$ cat src/rtl/uart_rx_fifo.sv
// UART receiver with an integrated receive FIFO.
// It oversamples and filters the serial line, then frames 5..9 data bits with
// optional parity and one or two stop bits. Each character is stored with its
// {break, frame, parity} error flags. A timeout flag is raised once the FIFO
// holds data and the line has stayed idle for long enough.
//
// state     | meaning
// ----------+---------------------------------------------------------------
// S_IDLE    | waiting for a filtered falling edge
// S_START   | timing to mid start bit; a high sample is a false start
// S_DATA    | shifting in data bits, LSB first
// S_PARITY  | sampling and checking the parity bit
// S_STOP1   | sampling the first stop bit
// S_STOP2   | sampling the second stop bit (two-stop-bit frames only)
// S_PUSH    | one cycle: write the character (or a break entry) to the FIFO
// S_BRKWAIT | after a break, waiting for the line to return high
module uart_rx_fifo #(
    parameter int OVERSAMPLE    = 16,
    parameter int FIFO_DEPTH    = 16,
    parameter int TIMEOUT_CHARS = 4
) (
    input  logic                          clock,
    input  logic                          reset,
    input  logic                          baudTick,
    input  logic                          uartRxLine,
    input  logic [7:0]                    controlReg,
    input  logic                          fifoRe,
    input  logic                          clearOverrun,
    output logic [8:0]                    fifoData,
    output logic [2:0]                    fifoFlags,
    output logic                          fifoEmpty,
    output logic                          fifoFull,
    output logic [$clog2(FIFO_DEPTH):0]   fifoCount,
    output logic                          overrunError,
    output logic                          rxTimeout
);

    localparam int TW       = $clog2(OVERSAMPLE);
    localparam int AW       = $clog2(FIFO_DEPTH);
    localparam int CW       = AW + 1;
    localparam int TO_LIMIT = TIMEOUT_CHARS * 10 * OVERSAMPLE;
    localparam int TOW      = $clog2(TO_LIMIT + 1);

    typedef enum logic [2:0] {
        S_IDLE, S_START, S_DATA, S_PARITY, S_STOP1, S_STOP2, S_PUSH, S_BRKWAIT
    } state_t;

    state_t          state_q, state_d;
    logic [2:0]      sync_q;
    logic            filt, filt_d;
    logic [TW-1:0]   tick_cnt;
    logic [3:0]      bit_cnt;
    logic [3:0]      nbits;
    logic [8:0]      data_q;
    logic [6:0]      cfg_q;
    logic            par_bit, par_err, frm_err, stop1_bit, par_exp;
    logic            start_det, tick_hit, is_break, push, pop, push_ok, in_frame;
    logic [11:0]     entry, head;
    logic [11:0]     mem [FIFO_DEPTH];
    logic [AW-1:0]   wr_ptr, rd_ptr;
    logic [TOW-1:0]  to_cnt;

    assign nbits     = (cfg_q[2:0] <= 3'd4) ? ({1'b0, cfg_q[2:0]} + 4'd5) : 4'd8;
    assign start_det = (state_q == S_IDLE) && controlReg[7] && filt_d && !filt;
    assign in_frame  = state_q inside {S_START, S_DATA, S_PARITY, S_STOP1, S_STOP2};
    assign tick_hit  = baudTick && in_frame &&
                       ((state_q == S_START) ? (tick_cnt == TW'(OVERSAMPLE / 2 - 1))
                                             : (tick_cnt == TW'(OVERSAMPLE - 1)));
    // A break is an all-zero character whose parity bit (if any) and first stop bit were also low.
    assign is_break  = (data_q == 9'd0) && !(cfg_q[3] && par_bit) && !stop1_bit;
    assign entry     = is_break ? {3'b110, 9'd0} : {1'b0, frm_err, par_err, data_q};
    assign push      = (state_q == S_PUSH);

    // Expected parity bit, computed from the received data bits only.
    always_comb begin
        par_exp = 1'b0;
        case (cfg_q[5:4])
            2'b00:   par_exp = ~^data_q;
            2'b01:   par_exp = ^data_q;
            2'b10:   par_exp = 1'b1;
            default: par_exp = 1'b0;
        endcase
    end

    // Input filter: the level only changes once the line and all three stages agree.
    always_ff @(posedge clock or posedge reset) begin
        if (reset) begin
            sync_q <= 3'b111;
            filt   <= 1'b1;
            filt_d <= 1'b1;
        end else begin
            filt_d <= filt;
            if (baudTick) begin
                sync_q <= {sync_q[1:0], uartRxLine};
                if (!uartRxLine && sync_q == 3'b000)
                    filt <= 1'b0;
                else if (uartRxLine && sync_q == 3'b111)
                    filt <= 1'b1;
            end
        end
    end

    // FSM state register.
    always_ff @(posedge clock or posedge reset) begin
        if (reset) state_q <= S_IDLE;
        else       state_q <= state_d;
    end

    // Next-state logic; dropping the enable abandons whatever frame is in progress.
    always_comb begin
        state_d = state_q;
        case (state_q)
            S_IDLE:    if (start_det) state_d = S_START;
            S_START:   if (tick_hit) state_d = filt ? S_IDLE : S_DATA;
            S_DATA:    if (tick_hit && bit_cnt == nbits - 4'd1)
                           state_d = cfg_q[3] ? S_PARITY : S_STOP1;
            S_PARITY:  if (tick_hit) state_d = S_STOP1;
            S_STOP1:   if (tick_hit) state_d = cfg_q[6] ? S_STOP2 : S_PUSH;
            S_STOP2:   if (tick_hit) state_d = S_PUSH;
            S_PUSH:    state_d = is_break ? S_BRKWAIT : S_IDLE;
            S_BRKWAIT: if (filt) state_d = S_IDLE;
            default:   state_d = S_IDLE;
        endcase
        if (!controlReg[7]) state_d = S_IDLE;
    end

    // Frame datapath: latch the configuration at start, then count ticks and capture samples.
    always_ff @(posedge clock or posedge reset) begin
        if (reset) begin
            tick_cnt  <= '0;
            bit_cnt   <= '0;
            data_q    <= '0;
            cfg_q     <= '0;
            par_bit   <= 1'b0;
            par_err   <= 1'b0;
            frm_err   <= 1'b0;
            stop1_bit <= 1'b1;
        end else if (start_det) begin
            tick_cnt  <= '0;
            bit_cnt   <= '0;
            data_q    <= '0;
            cfg_q     <= controlReg[6:0];
            par_bit   <= 1'b0;
            par_err   <= 1'b0;
            frm_err   <= 1'b0;
            stop1_bit <= 1'b1;
        end else if (baudTick && in_frame) begin
            tick_cnt <= tick_hit ? '0 : tick_cnt + TW'(1);
            if (tick_hit) begin
                case (state_q)
                    S_DATA: begin
                        data_q[bit_cnt] <= filt;
                        bit_cnt         <= bit_cnt + 4'd1;
                    end
                    S_PARITY: begin
                        par_bit <= filt;
                        par_err <= (filt != par_exp);
                    end
                    S_STOP1: begin
                        stop1_bit <= filt;
                        frm_err   <= !filt;
                    end
                    S_STOP2: if (!filt) frm_err <= 1'b1;
                    default: ;
                endcase
            end
        end
    end

    assign pop       = fifoRe && !fifoEmpty;
    assign push_ok   = push && (!fifoFull || pop);
    assign fifoEmpty = (fifoCount == '0);
    assign fifoFull  = (fifoCount == CW'(FIFO_DEPTH));
    assign head      = mem[rd_ptr];
    assign fifoData  = fifoEmpty ? 9'd0 : head[8:0];
    assign fifoFlags = fifoEmpty ? 3'd0 : head[11:9];

    // FIFO storage, pointers, occupancy and the sticky overrun flag.
    always_ff @(posedge clock or posedge reset) begin
        if (reset) begin
            wr_ptr       <= '0;
            rd_ptr       <= '0;
            fifoCount    <= '0;
            overrunError <= 1'b0;
            for (int i = 0; i < FIFO_DEPTH; i++) mem[i] <= '0;
        end else begin
            if (push_ok) begin
                mem[wr_ptr] <= entry;
                wr_ptr      <= wr_ptr + AW'(1);
            end
            if (pop) rd_ptr <= rd_ptr + AW'(1);
            if (push_ok && !pop)      fifoCount <= fifoCount + CW'(1);
            else if (!push_ok && pop) fifoCount <= fifoCount - CW'(1);
            if (push && !push_ok)   overrunError <= 1'b1;
            else if (clearOverrun)  overrunError <= 1'b0;
        end
    end

    // Idle timer: counts ticks while idle with data waiting, saturating at the limit.
    always_ff @(posedge clock or posedge reset) begin
        if (reset)
            to_cnt <= '0;
        else if (fifoEmpty || pop || start_det)
            to_cnt <= '0;
        else if (state_q == S_IDLE && baudTick && to_cnt < TOW'(TO_LIMIT))
            to_cnt <= to_cnt + TOW'(1);
    end

    assign rxTimeout = (to_cnt >= TOW'(TO_LIMIT));

endmodule

$ cat config.mk
export PLATFORM = sky130hd
export DESIGN_NAME = uart_rx_fifo
export DESIGN_NICKNAME = d
export VERILOG_FILES = /design/src/rtl/uart_rx_fifo.sv
export SDC_FILE = /design/constraint.sdc
export NUM_CORES = 1
export LEC_CHECK = 0
export BUFFER_PORTS_ARGS = -buffer_cell sky130_fd_sc_hd__buf_2
export CAP_MARGIN = 20
export CORE_ASPECT_RATIO = 1.2
export CORE_MARGIN = 3
export CORE_UTILIZATION = 64
export CTS_BUF_LIST = sky130_fd_sc_hd__clkbuf_4
export DETAILED_ROUTE_END_ITERATION = 8
export PLACE_DENSITY = 0.83
export SLEW_MARGIN = 10
export SYNTH_ARGS = -nofsm -noshare
export SYNTH_HDL_FRONTEND = slang
export SYNTH_SLANG_ARGS = --single-unit
$ cat constraint.sdc
create_clock -name clock -period 9.05 [get_ports clock]
set_input_delay 1.3575 -clock clock [delete_from_list [all_inputs] [get_ports clock]]
set_output_delay 1.3575 -clock clock [all_outputs]
set_load 0.02 [all_outputs]
==> results of run 1 <==
state kept, by name (all words and copies together) (netlist names), 4 cells and up:
| register | cells |
|---|---|
| cfg_q | 7 |
| data_q | 9 |
| bit_cnt | 4 |
| rd_ptr | 4 |
| fifoCount | 5 |
| to_cnt | 10 |
| wr_ptr | 4 |
| mem | 192 |
| tick_cnt | 4 |
power by group:
| part | switching [µW] | internal, µW | total, µW |
|---|---|---|---|
| logic | 502 | 418 | 920 |
| clock network | 462 | 533 | 995 |
| registers | 249 | 1270 | 1520 |
cell families (layout without fill, tap and decap cells):
kind of cell             count (synthesis)  after routing  share of synthesized area [%]
multiplexers                            74             74                           12.6
XOR/XNOR                                35             35                           2.58
adder cells (fa/ha/maj)                 24             24                           2.59
flip-flops                             252            252                           53.1
other                                    0              1                              0
buffers and inverters                  113            190                           4.33
AO/OA/AOI/OAI                          258            258                           11.4
AND/OR/NAND/NOR                        351            351                           13.3
per-layer routing:
layer  share of wire, %  global-route usage [%]  up-vias
met5                  0                       0        -
met4                3.7                    12.9        0
met3                6.9                    5.87       75
met2                 50                    45.9      333
met1                 39                    36.9     4245
li1                   -                       -     3981
worst max-delay path: stages (launching register included):
cell	delay [ps]
dfrtp_4	1050
mux4_2	620
mux4_2	480
nor2b_1	150
buf_2	160
synthesized netlist by cell type, types with 3 or more instances:
| master | count | area share, % |
|---|---|---|
| nor3_1 | 3 | 0.13 |
| xor2_1 | 15 | 1.1 |
| nor4_1 | 3 | 0.16 |
| mux4_2 | 60 | 11 |
| ha_1 | 23 | 2.4 |
| nor2_1 | 31 | 0.98 |
| xnor2_1 | 20 | 1.5 |
| nand3_2 | 9 | 0.76 |
| dfstp_2 | 6 | 1.3 |
| inv_1 | 32 | 1.0 |
| nor2b_1 | 24 | 1.3 |
| clkbuf_1 | 32 | 1.0 |
| nand2b_1 | 3 | 0.16 |
| a21oi_1 | 32 | 1.3 |
| or3_1 | 3 | 0.16 |
| nand4_1 | 11 | 0.58 |
| o21ai_1 | 187 | 7.9 |
| o21ai_0 | 19 | 0.80 |
| mux2i_1 | 5 | 0.42 |
| buf_6 | 5 | 0.47 |
| nand4_2 | 3 | 0.32 |
| nand3_1 | 19 | 0.80 |
| buf_2 | 39 | 1.6 |
| mux2_2 | 9 | 0.85 |
| nand2_1 | 231 | 7.3 |
| dfrtp_1 | 246 | 52 |
path summary, 6_finish.rpt:
check / from / to / slack [ps] / depth (start not counted)
worst min register to register: mem[108]$_DFFE_PP0P_ / mem[108]$_DFFE_PP0P_ / 480 / 2
max in group asynchronous: reset / mem[72]$_DFFE_PP0P_ / 6900 / 3
worst max register to register: fifoCount[0]$_DFFE_PP0P_ / fifoCount[4]$_DFFE_PP0P_ / 6030 / 12
worst max-delay path: rd_ptr[0]$_DFFE_PP0P_ / fifoFlags[1] / 4490 / 4
worst min-delay path: mem[108]$_DFFE_PP0P_ / mem[108]$_DFFE_PP0P_ / 480 / 2
min in group asynchronous: reset / to_cnt[9]$_DFFE_PP0P_ / 820 / 2
per-stage QoR:
stage | total power [µW] | util (%)
final | 3430 | 72.4
after global routing | 3640 | 72.4
after CTS | 3450 | 72.0
after detailed placement | 2450 | 67.4
after global placement | 2400 | 67.3
after floorplan | 2240 | -
final cells by class:
class	instances	area, µm²
clock buffers	101	758
repair buffers	46	307
fillers	1224	4930
well taps	220	275
diodes	1	2.50
multi-input cells	742	5050
flip-flops and latches	252	6320
clock inverters	9	63.8
inverters	34	135
==> impl_metrics.yaml, run 1 <==
clocking:
  clk_path_buf_depth: 3
  insertion_delay_ps: 660
  clk_pin_slew_ps: 70
  cts_buffers: 68
  hold_buffers: 0
  post-cts-setup-buffers: 0
  cts_resized: 0
  cts.sinks: 252
  tritoncts: "built"
  cts_root_buf: "clkbuf_4"
  htree_levels: 3
sta:
  fin_setup_tns_ps: 0
  worst_pin_slew_ps: 1100
  slew_headroom_pct: 26.7
  period_share_pct: 50.4
  hold_viol_final: 0
  skew_ps: 38.0
  rsz0062_at_grt: "no"
  slew_viol_final: 0
  period_needed_ps: 4560
  max_freq_mhz: 219
  postLayoutSetupSlackWorst_ps: 4490
  setup_viol: 0
  fin_hold_ws_ps: 478
status:
  status: "completed"
floorplanning:
  die_x_um: 130
  die_area_um2: 20200
  pin_count: 35
  core_area_um2: 17800
  start_util_pct: 66.6
  die_h_um: 155
  row_count: 53
power:
  p_leak_uw: 0.00587
  p_per_area_nw_per_um2: 266
  ir_worst_vdd_v: 0.000225
global_route:
  antenna_found_initial: 1
  track_usage_pct: 28.3
  grt_pass1_wl_um: 44700
  grt_start_max_net_pins: 106
  grt_pass1_vias: 8828
  grt_overflow: 0
logic_synthesis:
  netlist_instances: 1107
  synth_edf_count: 0
  yosysSeqAreaShare_pct: 53.1
  async_flop_share_pct: 100
  syn-mean-instance-area_um2: 10.7
  syn_area_um2: 11900
  ys_warn_count: 0
  ys_seq_elements: 252
  synth_ff_type: "dfrtp_1"
  synthesis.nets: 1145
  ys_types: 55
detailed_routing:
  vias_per_cell: 6.15
  drc_errors: 0
  wl_per_cell_um: 19.4
  routed_wl_um: 27300
  num_vias: 8634
  ant_nets: 0
  drt_iter0_drc: 725
  first_pass_iters: 4
place:
  pre_cts_slack_ps: 5130
  port_buffers: 34
  dp.cells: 1291
  hpwl_um: 16900
  gp_congestion: 0.860
  place_area_um2: 12000
setup_path:
  cp_max_fo: 51
  critPathKind: "flip-flop to output port"
  start_kind: "flip-flop"
  endpoint_kind: "output port"
  crit_arrival_ps: 3210
  required_ps: 7690
hold_path:
  hold_class: "flip-flop to flip-flop"
finish:
  final_nets: 1182
  postLayoutCellArea_um2: 12900
  final_layout_size_suffix_gt1_share_pct: 20.9
  fin_cells: 1405
  layout_common_cells: "dfrtp_1, nand2_1, o21ai_1"
  synthToLayoutAreaGrowth_pct: 8.69
  layout_commonest_cell: "dfrtp_1"
run:
  max_cap_viol_count: 0
Power figures use the tool's default switching activity.
==> run 2: changes to the inputs <==
Settings changed: ABC_AREA set to 1.
Clock period 9.05 ns to 4.33 ns, I/O delays scaled along.
==> run 2 against run 1 <==
Against the previous run:
- clock power rose by 98%
- non-clock buffer count rose by 3
- total power rose by 130%
- final cell count rose by 23%
- synthesized area rose by 4.3%
- die area rose by 4.1%
- combinational power rose to 3.2 times the previous value
- routed wire length rose by 5.7%
- flip-flop and latch count did not move
- hold slack got worse by 360 ps
- critical path depth rose by 4
==> impl_metrics.yaml, run 2 <==
status:
  status: "completed"
logic_synthesis:
  yosysSeqAreaShare_pct: 51.0
  synth_most_common_cell: "o21ai_0"
  ys_types: 46
  netlist_instances: 1409
  ys_seq_elements: 252
  syn_area_um2: 12400
  synth_edf_count: 0
  synth_top_area_share_pct: 49.7
  yosys-top-cells-count: "o21ai_0, nand2_1, dfrtp_1"
  yosys.area.top_type: "dfrtp_1"
  synthTopCellsByArea: "dfrtp_1, o21ai_0, nand2_1, nor2_1, o221ai_1"
  synthesis.nets: 1447
  syn-mean-instance-area_um2: 8.79
  ys_warn_count: 0
  synth_ff_type: "dfrtp_1"
  async_flop_share_pct: 100
place:
  pre_cts_slack_ps: 1380
  hpwl_um: 18200
  port_buffers: 34
  gp_congestion: 0.830
setup_path:
  cp_max_fo: 98
  required_ps: 3680
  reg2reg_depth: 15
  r2r-end: "fifoCount[4]$_DFFE_PP0P_"
  critPathKind: "flip-flop to output port"
  critPathTopFamily: "buffers and inverters"
  cp_slowest_stage_delay_ps: 740
  r2r_start: "state_q[2]$_DFFE_PP0P_"
  crit_chain: "buf_4 -> o21ai_0 -> o22ai_1 -> nor2_1 -> nor2_1 -> o21ai_0 -> a21oi_1 -> buf_2"
  crit_arrival_ps: 2930
  slowest_stage: "buf_4"
  cp.depth: 8
  cp.buffers_inverters: 2
  endpoint_kind: "output port"
  start_kind: "flip-flop"
  reg2reg_slack_ps: 1520
clocking:
  tritoncts: "built"
  cts_root_buf: "clkbuf_4"
  cts_buffers: 66
  clk_path_buf_depth: 3
  post-cts-setup-buffers: 0
  htree_levels: 3
  hold_buffers: 0
  clk_pin_slew_ps: 60
  cts.sinks: 252
  cts_resized: 0
  insertion_delay_ps: 650
power:
  p_per_area_nw_per_um2: 582
  seq_power_share_pct: 36.4
  ir_worst_vdd_v: 0.000527
  p_leak_uw: 0.00605
  p_int_uw: 4530
  comb_power_share_pct: 38.3
  pwr-share-clk_pct: 25.3
  p_sw_uw: 3240
  swShare_pct: 41.7
detailed_routing:
  drc_errors: 0
  first_pass_iters: 6
  ant_nets: 0
  wl_per_cell_um: 16.7
  vias_per_cell: 5.88
  drt_iter0_drc: 924
  num_vias: 10200
  routed_wl_um: 28900
floorplanning:
  die_area_um2: 21100
  pin_count: 35
  die_x_um: 133
  die_h_um: 158
  row_count: 55
  start_util_pct: 65.5
  core_area_um2: 18900
finish:
  synthToLayoutAreaGrowth_pct: 7.74
  layout_common_cells: "o21ai_0, nand2_1, dfrtp_1"
  largest_reg_flops: 192
  final_layout_size_suffix_gt1_share_pct: 16.6
  regMostFlops: "mem"
  top_regs: "mem x192, to_cnt x10, data_q x9"
  fillerInstances: 1453
  final_nets: 1468
  layout_commonest_cell: "o21ai_0"
sta:
  rsz0062_at_grt: "no"
  slew_viol_final: 0
  period_share_pct: 82.6
  slew_headroom_pct: 34.2
  skew_ps: 35.3
  max_freq_mhz: 280
  setup_viol: 0
  postLayoutSetupSlackWorst_ps: 754
  period_needed_ps: 3580
  worst_pin_slew_ps: 986
  fin_setup_tns_ps: 0
  hold_viol_final: 0
global_route:
  track_usage_pct: 28.3
  grt_overflow: 0
  antenna_found_initial: 1
  grt_pass1_vias: 9951
  grt_pass1_wl_um: 48500
  grt_start_max_net_pins: 99
hold_path:
  hold_class: "input pin to async pin"
run:
  max_cap_viol_count: 0
==> run 2: metal layers <==
metal | track usage, % | vias to the layer above | routed length [µm]
met5 | 0 | - | 0
li1 | - | 4869 | -
met4 | 12.3 | 0 | 771
met3 | 5.75 | 69 | 2170
met1 | 35.8 | 4854 | 11800
met2 | 47.8 | 383 | 14100
==> run 2: final cells by class <==
class	instances	area (µm²)	area share (%)
Multi-Input combinational cell	984	5310	39.8
Sequential cell	252	6310	47.3
Inverter	77	293	2.19
Tap cell	256	320	2.40
Clock buffer	99	743	5.57
Timing Repair Buffer	49	320	2.40
Antenna cell	1	2.50	0.0187
Clock inverter	11	41.3	0.309
==> run 2: per-stage QoR <==
stage                     std cells  util [%]  power (µW)  hold WS (ps)  area, µm²
after CTS                      1728      70.5        7790          95.2      13300
after detailed placement       1618      66.4        5810           393      12600
after global routing           1729      70.5        8340           133      13300
final                          1729      70.5        7770           114      13300
after floorplan                1409         -        5040           378      12400
after global placement         1618      66.4        5730           394      12600
==> run 2: power by group through the flow <==
stage / combinational (µW) / sequential (µW) / clock, µW
2_1_floorplan: 2280 / 2750 / 0
3_3_place_gp: 2870 / 2860 / 0
3_5_place_dp: 2940 / 2870 / 0
4_1_cts: 2960 / 2830 / 2000
5_1_grt: 3360 / 2860 / 2120
6_report: 2980 / 2830 / 1970
==> run 2: logic make-up after synthesis <==
group,synth area share (%)
flops,51.0
simple gates,19.7
buf+inv,6.16
xor+xnor,1.48
compound gates,19.2
fa+ha+maj,2.48
==> run 2: worst max-delay path by stage <==
stage	from	to	slack (ps)
floorplan	reset	bit_cnt[0]$_DFFE_PP0P_	370
global placement	fifoRe	fifoCount[4]$_DFFE_PP0P_	1500
detailed placement	fifoRe	fifoCount[4]$_DFFE_PP0P_	1380
CTS	rd_ptr[0]$_DFFE_PP0P_	fifoData[4]	760
global route	rd_ptr[0]$_DFFE_PP0P_	fifoData[3]	530
finish	rd_ptr[0]$_DFFE_PP0P_	fifoData[4]	750
==> run 2: worst reg2reg max path, cell delays in order, from the launching register on <==
cell and delay [ps]:
dfrtp_1 490, nand2_2 150, nor2_4 130, nand2_2 80, inv_2 40, buf_4 370, ha_1 330, inv_1 110
ha_1 320, a21oi_1 170, nor2_1 80, nor2_1 130, nand2_1 70, nand2_1 60, nor2_1 50, xor2_1 130
==> run 3: changes to the inputs <==
Clock period 4.33 ns to 3.5 ns, I/O delays scaled along.
==> run 3 against run 2 <==
Against the previous run:
- first-iteration DRC count grew 4.7%
- critical endpoint unchanged
- routed wire length grew 2.0%
- final cell count is essentially flat
- hold slack lost 51 ps
- utilization is essentially flat
- sequential share of layout area is essentially flat
- via count grew 0.87%
- highest routed layer unchanged
- combinational power grew 27%
- largest cell class unchanged
==> impl_metrics.yaml, run 3 (synthesized netlist as in run 2, its figures left out) <==
sta:
  slew_viol_final: 0
  hold_viol_final: 0
  skew_ps: 35.9
  worst_pin_slew_ps: 843
  slew_headroom_pct: 43.7
  period_needed_ps: 3240
  max_freq_mhz: 309
  rsz0062_at_grt: "no"
  fin_setup_tns_ps: 0
  setup_viol: 0
  period_share_pct: 92.5
setup_path:
  cp_max_fo: 23
  endpoint_kind: "output port"
  start_kind: "flip-flop"
  reg2reg_depth: 16
  reg2reg_slack_ps: 790
  critPathKind: "flip-flop to output port"
  r2r_start: "fifoCount[1]$_DFFE_PP0P_"
  crit_arrival_ps: 2710
  required_ps: 2970
  r2r-end: "fifoCount[4]$_DFFE_PP0P_"
clocking:
  cts_buffers: 66
  tritoncts: "built"
  cts.sinks: 252
  cts_resized: 0
  insertion_delay_ps: 680
  clk_pin_slew_ps: 70
  htree_levels: 3
  clk_path_buf_depth: 3
  cts_root_buf: "clkbuf_4"
place:
  port_buffers: 34
  hpwl_um: 18200
  dp.cells: 1619
  gp_congestion: 0.890
  place_area_um2: 12600
detailed_routing:
  wl_per_cell_um: 17.1
  ant_nets: 0
  first_pass_iters: 5
  drc_errors: 0
  num_vias: 10300
  drt_iter0_drc: 967
  vias_per_cell: 5.94
  routed_wl_um: 29500
hold_path:
  hold_class: "input pin to flip-flop"
  hold_depth: 3
  worstHoldEndpoint: "cfg_q[5]$_DFFE_PP0P_"
  hold_path.startpoint: "controlReg[5]"
finish:
  layout_common_cells: "o21ai_0, nand2_1, dfrtp_1"
  postLayoutCellArea_um2: 13400
  regMostFlops: "mem"
  synthToLayoutAreaGrowth_pct: 7.81
  top_regs: "mem x192, to_cnt x10, data_q x9"
  layout_commonest_cell: "o21ai_0"
  final_layout_size_suffix_gt1_share_pct: 16.5
  final_nets: 1471
  post-route-util_pct: 70.6
  fin_cells: 1728
  largest_reg_flops: 192
floorplanning:
  start_util_pct: 65.5
  die_h_um: 158
  die_area_um2: 21100
  die_x_um: 133
  pin_count: 35
  row_count: 55
  core_area_um2: 18900
global_route:
  grt_pass1_vias: 10100
  grt_pass1_wl_um: 49300
  grt_overflow: 0
  grt_start_max_net_pins: 104
  antenna_found_initial: 1
  track_usage_pct: 28.8
power:
  ir_worst_vdd_v: 0.000580
  p_leak_uw: 0.00605
  p_per_area_nw_per_um2: 722
run:
  max_cap_viol_count: 0
status:
  status: "completed"
## run 3: cell types whose count changed in the layout (fill, tap and decap cells not counted), sizes merged
cell / change
buf: +1
clkbuf: -5
clkinv: +2
dlygate4sd3: +2
inv: -1
## run 3: cell type report
class	instances	area, µm²
antenna	1	2.50
clock buffer	94	706
clock inverter	12	47.5
fill	1449	5570
inverter	77	293
multi-input combinational	984	5310
sequential	252	6310
tap	256	320
timing repair buffer	52	360
## run 3: through the flow
| stage | power, µW | worst slack, ps | hold WS [ps] |
|---|---|---|---|
| floorplan | 6230 | -336 | 378 |
| global placement | 7140 | 958 | 390 |
| detailed placement | 7260 | 879 | 392 |
| CTS | 9660 | 248 | 20.1 |
| global route | 10300 | 23.3 | 50.9 |
| finish | 9640 | 262 | 62.7 |
## run 3: routing by layer
metal  vias up  global-route usage [%]  wire, µm
li1       4863                       -         -
met1      4921                    36.8     12300
met2       400                    47.9     14400
met3        80                    5.56      1940
met4         0                    13.7       862
met5         -                       0         0
## run 3: critical path, cell delays in order (launching register included)
cell,delay [ps]
dfrtp_1,380
inv_1,340
buf_4,360
o21ai_0,130
o22ai_1,140
nor2_1,60
nor2_1,100
o21ai_0,120
a21oi_1,210
buf_2,200
## run 3: where the power goes
| group | switching [µW] | internal [µW] |
|---|---|---|
| logic | 2600 | 1180 |
| registers | 314 | 3170 |
| clock network | 1160 | 1220 |
| total | 4070 | 5570 |
## run 3: how the worst max path moves through the flow
stage / from / to / slack [ps] / cells past startpoint
finish: rd_ptr[1]$_DFFE_PP0P_ / fifoData[4] / 260 / 9
detailed placement: fifoCount[1]$_DFFE_PP0P_ / fifoCount[4]$_DFFE_PP0P_ / 880 / 16
floorplan: reset / bit_cnt[0]$_DFFE_PP0P_ / -340 / 1
global placement: fifoCount[1]$_DFFE_PP0P_ / fifoCount[4]$_DFFE_PP0P_ / 960 / 16
global route: rd_ptr[1]$_DFFE_PP0P_ / fifoData[3] / 20 / 9
CTS: rd_ptr[1]$_DFFE_PP0P_ / fifoData[4] / 250 / 9
## run 3: what timing repair did
item                                   in CTS  in global routing
hold buffers                                2                  0
buffers inserted                            0                  0
endpoints found under the hold margin      18                  0
